--- config.mk ---
export PLATFORM = sky130hd
export DESIGN_NAME = control_sequencer
export DESIGN_NICKNAME = d
export VERILOG_FILES = /design/src/rtl/control_sequencer.sv
export SDC_FILE = /design/constraint.sdc
export NUM_CORES = 1
export LEC_CHECK = 0
export ABC_CLOCK_PERIOD_IN_PS = 4600
export CAP_MARGIN = 20
export CORE_MARGIN = 8
export CORE_UTILIZATION = 30
export CTS_BUF_LIST = sky130_fd_sc_hd__clkbuf_16
export DETAILED_ROUTE_END_ITERATION = 16
export GPL_ROUTABILITY_DRIVEN = 1
export HOLD_SLACK_MARGIN = 0.15
export PLACE_DENSITY = 0.61
export SYNTH_ARGS = -nofsm -noshare
export SYNTH_HDL_FRONTEND = slang
export SYNTH_SLANG_ARGS = --single-unit
--- constraint.sdc ---
create_clock -name clk -period 4.6 [get_ports clk]
set_input_delay 0.92 -clock clk [delete_from_list [all_inputs] [get_ports clk]]
set_output_delay 0.92 -clock clk [all_outputs]
set_load 0.05 [all_outputs]
--- src/rtl/control_sequencer.sv ---
// ============================================================================
// Module      : control_sequencer
// Description : Microcoded fetch/decode/execute control unit that drives
//               every control input of memory_system from the IR opcode and
//               the registered ALU flags.
// Revision    : 1.0 - initial release
// ============================================================================
`default_nettype none

module control_sequencer #(
  parameter int         DATA_WIDTH = 8,
  parameter logic [2:0] PC_ADDR    = 3'b000,
  parameter logic [2:0] DPTR_ADDR  = 3'b010,
  parameter logic [2:0] A_ADDR     = 3'b011,
  parameter logic [2:0] MDR_ADDR   = 3'b101,
  parameter logic [2:0] ACC_ADDR   = 3'b111
) (
  input  logic       clk,
  input  logic       rst,
  input  logic [4:0] instruction,
  input  logic       C,
  input  logic       N,
  input  logic       P,
  input  logic       Z,
  output logic       ir_sclr,
  output logic       mar_sclr,
  output logic       enaf,
  output logic [2:0] selop,
  output logic [1:0] shamt,
  output logic       bank_wr_en,
  output logic [2:0] busB_addr,
  output logic [2:0] busC_addr,
  output logic       ir_en,
  output logic       mar_en,
  output logic       mdr_en,
  output logic       wr_rdn,
  output logic       mdr_alu_n,
  output logic       halted,
  output logic       illegal,
  output logic       instr_done
);

  localparam logic [4:0] OP_NOP      = 5'b00000;
  localparam logic [4:0] OP_MOV_DA   = 5'b00001;
  localparam logic [4:0] OP_MOV_AD   = 5'b00010;
  localparam logic [4:0] OP_MOV_AACC = 5'b00011;
  localparam logic [4:0] OP_LD       = 5'b00100;
  localparam logic [4:0] OP_ST       = 5'b00101;
  localparam logic [4:0] OP_ADD      = 5'b00110;
  localparam logic [4:0] OP_SUB      = 5'b00111;
  localparam logic [4:0] OP_AND      = 5'b01000;
  localparam logic [4:0] OP_OR       = 5'b01001;
  localparam logic [4:0] OP_XOR      = 5'b01010;
  localparam logic [4:0] OP_SHL      = 5'b01011;
  localparam logic [4:0] OP_JZ       = 5'b01100;
  localparam logic [4:0] OP_JC       = 5'b01101;
  localparam logic [4:0] OP_JN       = 5'b01110;
  localparam logic [4:0] OP_HALT     = 5'b11111;

  localparam logic [2:0] ALU_PASS = 3'b000;
  localparam logic [2:0] ALU_INC  = 3'b001;

  typedef enum logic [3:0] {
    S_INIT = 4'd0,
    S_F0   = 4'd1,
    S_F1   = 4'd2,
    S_F2   = 4'd3,
    S_DEC  = 4'd4,
    S_EX1  = 4'd5,
    S_EX2  = 4'd6,
    S_EX3  = 4'd7,
    S_HALT = 4'd8
  } state_t;

  state_t state;

  logic       is_mov;
  logic       is_mem;
  logic       is_alu;
  logic       is_jmp;
  logic       is_halt;
  logic       is_legal;
  logic       jump_taken;
  logic       needs_ex;
  logic [2:0] alu_op;

  // The parity flag and the datapath width are part of the interface but no
  // opcode in this set depends on them.
  logic unused_cfg;
  assign unused_cfg = &{1'b0, P, (DATA_WIDTH > 0)};

  // Opcode classification; IR is stable from DEC until the next F2.
  always_comb begin
    is_mov     = (instruction == OP_MOV_DA) || (instruction == OP_MOV_AD) ||
                 (instruction == OP_MOV_AACC);
    is_mem     = (instruction == OP_LD) || (instruction == OP_ST);
    is_alu     = (instruction >= OP_ADD) && (instruction <= OP_SHL);
    is_jmp     = (instruction >= OP_JZ) && (instruction <= OP_JN);
    is_halt    = (instruction == OP_HALT);
    is_legal   = (instruction <= OP_JN) || is_halt;
    jump_taken = ((instruction == OP_JZ) && Z) ||
                 ((instruction == OP_JC) && C) ||
                 ((instruction == OP_JN) && N);
    needs_ex   = is_mov || is_mem || is_alu || jump_taken;
    alu_op     = ALU_PASS;
    case (instruction)
      OP_ADD:  alu_op = 3'b010;
      OP_SUB:  alu_op = 3'b011;
      OP_AND:  alu_op = 3'b100;
      OP_OR:   alu_op = 3'b101;
      OP_XOR:  alu_op = 3'b110;
      OP_SHL:  alu_op = 3'b111;
      default: alu_op = ALU_PASS;
    endcase
  end

  // State register: fetch, decode, then up to three execute cycles.
  always_ff @(posedge clk) begin
    if (rst) begin
      state <= S_INIT;
    end else begin
      case (state)
        S_INIT: state <= S_F0;
        S_F0:   state <= S_F1;
        S_F1:   state <= S_F2;
        S_F2:   state <= S_DEC;
        S_DEC: begin
          if (is_halt)       state <= S_HALT;
          else if (needs_ex) state <= S_EX1;
          else               state <= S_F0;
        end
        S_EX1:  state <= is_mem ? S_EX2 : S_F0;
        S_EX2:  state <= S_EX3;
        S_EX3:  state <= S_F0;
        S_HALT: state <= S_HALT;
        default: state <= S_INIT;
      endcase
    end
  end

  // Moore output decode; only DEC looks at the flags (jump resolution).
  always_comb begin
    ir_sclr    = 1'b0;
    mar_sclr   = 1'b0;
    enaf       = 1'b0;
    selop      = ALU_PASS;
    shamt      = 2'b00;
    bank_wr_en = 1'b0;
    busB_addr  = 3'b000;
    busC_addr  = 3'b000;
    ir_en      = 1'b0;
    mar_en     = 1'b0;
    mdr_en     = 1'b0;
    wr_rdn     = 1'b0;
    mdr_alu_n  = 1'b0;
    halted     = 1'b0;
    illegal    = 1'b0;
    instr_done = 1'b0;
    case (state)
      S_INIT: begin
        ir_sclr  = 1'b1;
        mar_sclr = 1'b1;
      end
      S_F0: begin
        busB_addr = PC_ADDR;
        mar_en    = 1'b1;
      end
      S_F1: begin
        // Memory read into MDR while PC is incremented through the ALU.
        mdr_alu_n  = 1'b1;
        mdr_en     = 1'b1;
        busB_addr  = PC_ADDR;
        busC_addr  = PC_ADDR;
        selop      = ALU_INC;
        bank_wr_en = 1'b1;
      end
      S_F2: begin
        ir_en = 1'b1;
      end
      S_DEC: begin
        illegal    = !is_legal;
        instr_done = !needs_ex;
      end
      S_EX1: begin
        if (is_mov) begin
          bank_wr_en = 1'b1;
          instr_done = 1'b1;
          case (instruction)
            OP_MOV_DA: begin busB_addr = ACC_ADDR;  busC_addr = DPTR_ADDR; end
            OP_MOV_AD: begin busB_addr = DPTR_ADDR; busC_addr = ACC_ADDR;  end
            default:   begin busB_addr = ACC_ADDR;  busC_addr = A_ADDR;    end
          endcase
        end else if (is_mem) begin
          busB_addr = DPTR_ADDR;
          mar_en    = 1'b1;
        end else if (is_alu) begin
          busB_addr  = ACC_ADDR;
          busC_addr  = ACC_ADDR;
          selop      = alu_op;
          shamt      = (instruction == OP_SHL) ? 2'b01 : 2'b00;
          enaf       = 1'b1;
          bank_wr_en = 1'b1;
          instr_done = 1'b1;
        end else if (is_jmp) begin
          busB_addr  = DPTR_ADDR;
          busC_addr  = PC_ADDR;
          bank_wr_en = 1'b1;
          instr_done = 1'b1;
        end
      end
      S_EX2: begin
        if (instruction == OP_LD) begin
          mdr_alu_n = 1'b1;
          mdr_en    = 1'b1;
        end else begin
          busB_addr = ACC_ADDR;
          mdr_en    = 1'b1;
        end
      end
      S_EX3: begin
        instr_done = 1'b1;
        if (instruction == OP_LD) begin
          busB_addr  = MDR_ADDR;
          busC_addr  = ACC_ADDR;
          bank_wr_en = 1'b1;
        end else begin
          wr_rdn = 1'b1;
        end
      end
      S_HALT: begin
        halted = 1'b1;
      end
      default: begin
        ir_sclr = 1'b0;
      end
    endcase
  end

endmodule

`default_nettype wire

==> impl_metrics.ini <==
[synth]
yosys-top-cells-area = dfxtp_1 (11%), a21oi_1 (7.7%), nor3_1 (6.3%)
postSynthCellCount = 112
synth_edf_count = 0
synth_area_sq_um = 714
seq_area_frac_synth_pct = 11.2
yosys.area.top_type = dfxtp_1
syn-mean-instance-area_sq_um = 6.38
synthArstFlopShare_pct = 0
synth_top_area_share_pct = 11.2
synthFlopType = dfxtp_1
yosysUniqueCellTypes = 42
ys_ff_latch = 4
ys_warn_count = 0
synth_nets = 123

[worst_hold_path]
worstHoldStart = state[3]
whs_path_depth = 1
whs_endpoint = state[1]
hold_class = register to register

[clocking]
cts_buffers = 3
h-tree-depth = 1
cts_resized = 0
cts_sinks = 4
clock_latency_ps = 230
clkTransAtPathRegs_ps = 30
clockRootBuffer = clkbuf_16
hold_buffers = 0
cts_tree = built
max-clock-path-buffers = 2
post_cts_buffers = 0

[setup_path]
r2r_slack_ps = 3090
r2r_start = state[1]
cp-start-kind = primary input
end_kind = output pin
crit_arrival_ps = 3320
ff2ff_path_depth = 4
r2r_end = state[2]
crit_required_ps = 3680
crit_type = primary input to output pin
crit_path_max_fanout = 13

[routing]
drt_first_pass_iters = 4
totalWireLength_microns = 2350
drcViolationCount = 0
vias_per_cell = 5.53
ant_nets = 0
drt_iter0_drc = 26
vias = 907
wl_per_cell_microns = 14.3

[timing]
finalSetupViolations = 0
relSlewSlack_pct = 57.8
fin_crit_ps = 4240
clock_skew_ps = 2.09
max_freq_mhz = 236
tns_ps = 0
rsz0062_at_grt = no
period_share_pct = 92.3
hold_ws_ps = 658
slew_violations = 0
worst_slew_pin_slew_ps = 632
setup_slack_ps = 356
finalHoldViolCount = 0

[finish]
largest_reg_flops = 4
final_common_cell = clkdlybuf4s50_1
design_area_sq_um = 1070
nNetsFinal = 149
drive_above_1_share_pct = 11.0
area_delta_synth_final_pct = 50.4
antenna_cells = 0
reg.largest.list = state (4)
top_register = state
fillers = 231
stdcell_count = 164
final_cell_mix = clkdlybuf4s50_1 (28), nand2_1 (12), a21oi_1 (11)

[place]
placed_cell_area_sq_um = 1000
dp_hpwl_microns = 1810
port_buffers = 31
gp_congestion = 0.807
post-place-ws_ps = 376
place_inst = 161

[die]
dieWidth_microns = 64.8
io_pins = 34
core_area_sq_um = 2230
start_util_pct = 32.0
placementRows = 17
die_y_microns = 64.8
die-area_sq_um = 4200

[grt]
grt_pass1_wl_microns = 4020
grt_max_degree = 20
grt.total_usage_pct = 11.4
grt_antenna_before_repair = 0
grt_pass1_vias = 886
overflow = 0

[pwr]
peakVddDrop_mv = 0.135
leakagePower_nw = 0.384
powerDensity_nw_per_um2 = 278

[status]
status = completed

[job]
max_cap_viol_count = 0
[final cells by class]
cell class / instances / area, sq um / area share (%)
well taps: 28 / 35.0 / 3.26
clock buffers: 3 / 75.1 / 6.98
repair buffers: 34 / 325 / 30.3
multi-input cells: 88 / 533 / 49.6
inverters: 7 / 26.3 / 2.44
flip-flops and latches: 4 / 80.1 / 7.45
[through the flow]
stage | power (mW) | utilization [%]
after floorplan | 0.129 | -
after global placement | 0.162 | 44.8
after detailed placement | 0.162 | 44.8
after CTS | 0.299 | 48.1
after global routing | 0.312 | 48.1
final | 0.299 | 48.1
[synth_stat cells, types with 2 or more instances]
master,instances
buf_4,3
inv_1,7
clkbuf_1,2
nor3_1,9
nand2_1,12
nor4_1,3
nor2_1,9
o21ai_0,7
nand3b_1,2
buf_2,6
dfxtp_1,4
a21oi_1,11
a211oi_1,2
nand2b_1,7
[critical path, cell delays in order]
cell and delay [ps]:
clkdlybuf4s50_1 620, nand2b_1 300, nor4_2 320, a21oi_1 120, o21ai_0 200, clkdlybuf4s50_1 840
[report_power, final]
part	leakage, nW	internal, mW	switching, mW
clock network	0.0370	0.111	0.0251
logic	0.314	0.0406	0.0747
registers	0.0329	0.0375	0.00965
[cells by family after synthesis]
| family | share of synthesized area, % |
|---|---|
| AO/OA/AOI/OAI | 30.8 |
| buffers and inverters | 14.2 |
| flip-flops | 11.2 |
| other | 0.525 |
| AND/OR/NAND/NOR | 43.3 |
[worst max-delay path by stage]
stage | from | slack, ps | end
3_5_place_dp | instruction[3] | 380 | bank_wr_en
5_1_grt | instruction[3] | 210 | bank_wr_en
4_1_cts | instruction[3] | 370 | bank_wr_en
3_3_place_gp | instruction[3] | 430 | bank_wr_en
6_report | instruction[3] | 360 | bank_wr_en
2_1_floorplan | instruction[0] | 530 | busB_addr[2]
[metal layers]
layer / part of all wire [%] / global-route usage [%] / vias to the layer above
li1: - / - / 455
met1: 45 / 14.2 / 417
met2: 47 / 17.5 / 30
met3: 6.7 / 3.09 / 5
met4: 1.8 / 5.99 / 0
met5: 0 / 0 / -
Note: power is estimated with default switching activity, not from simulation.
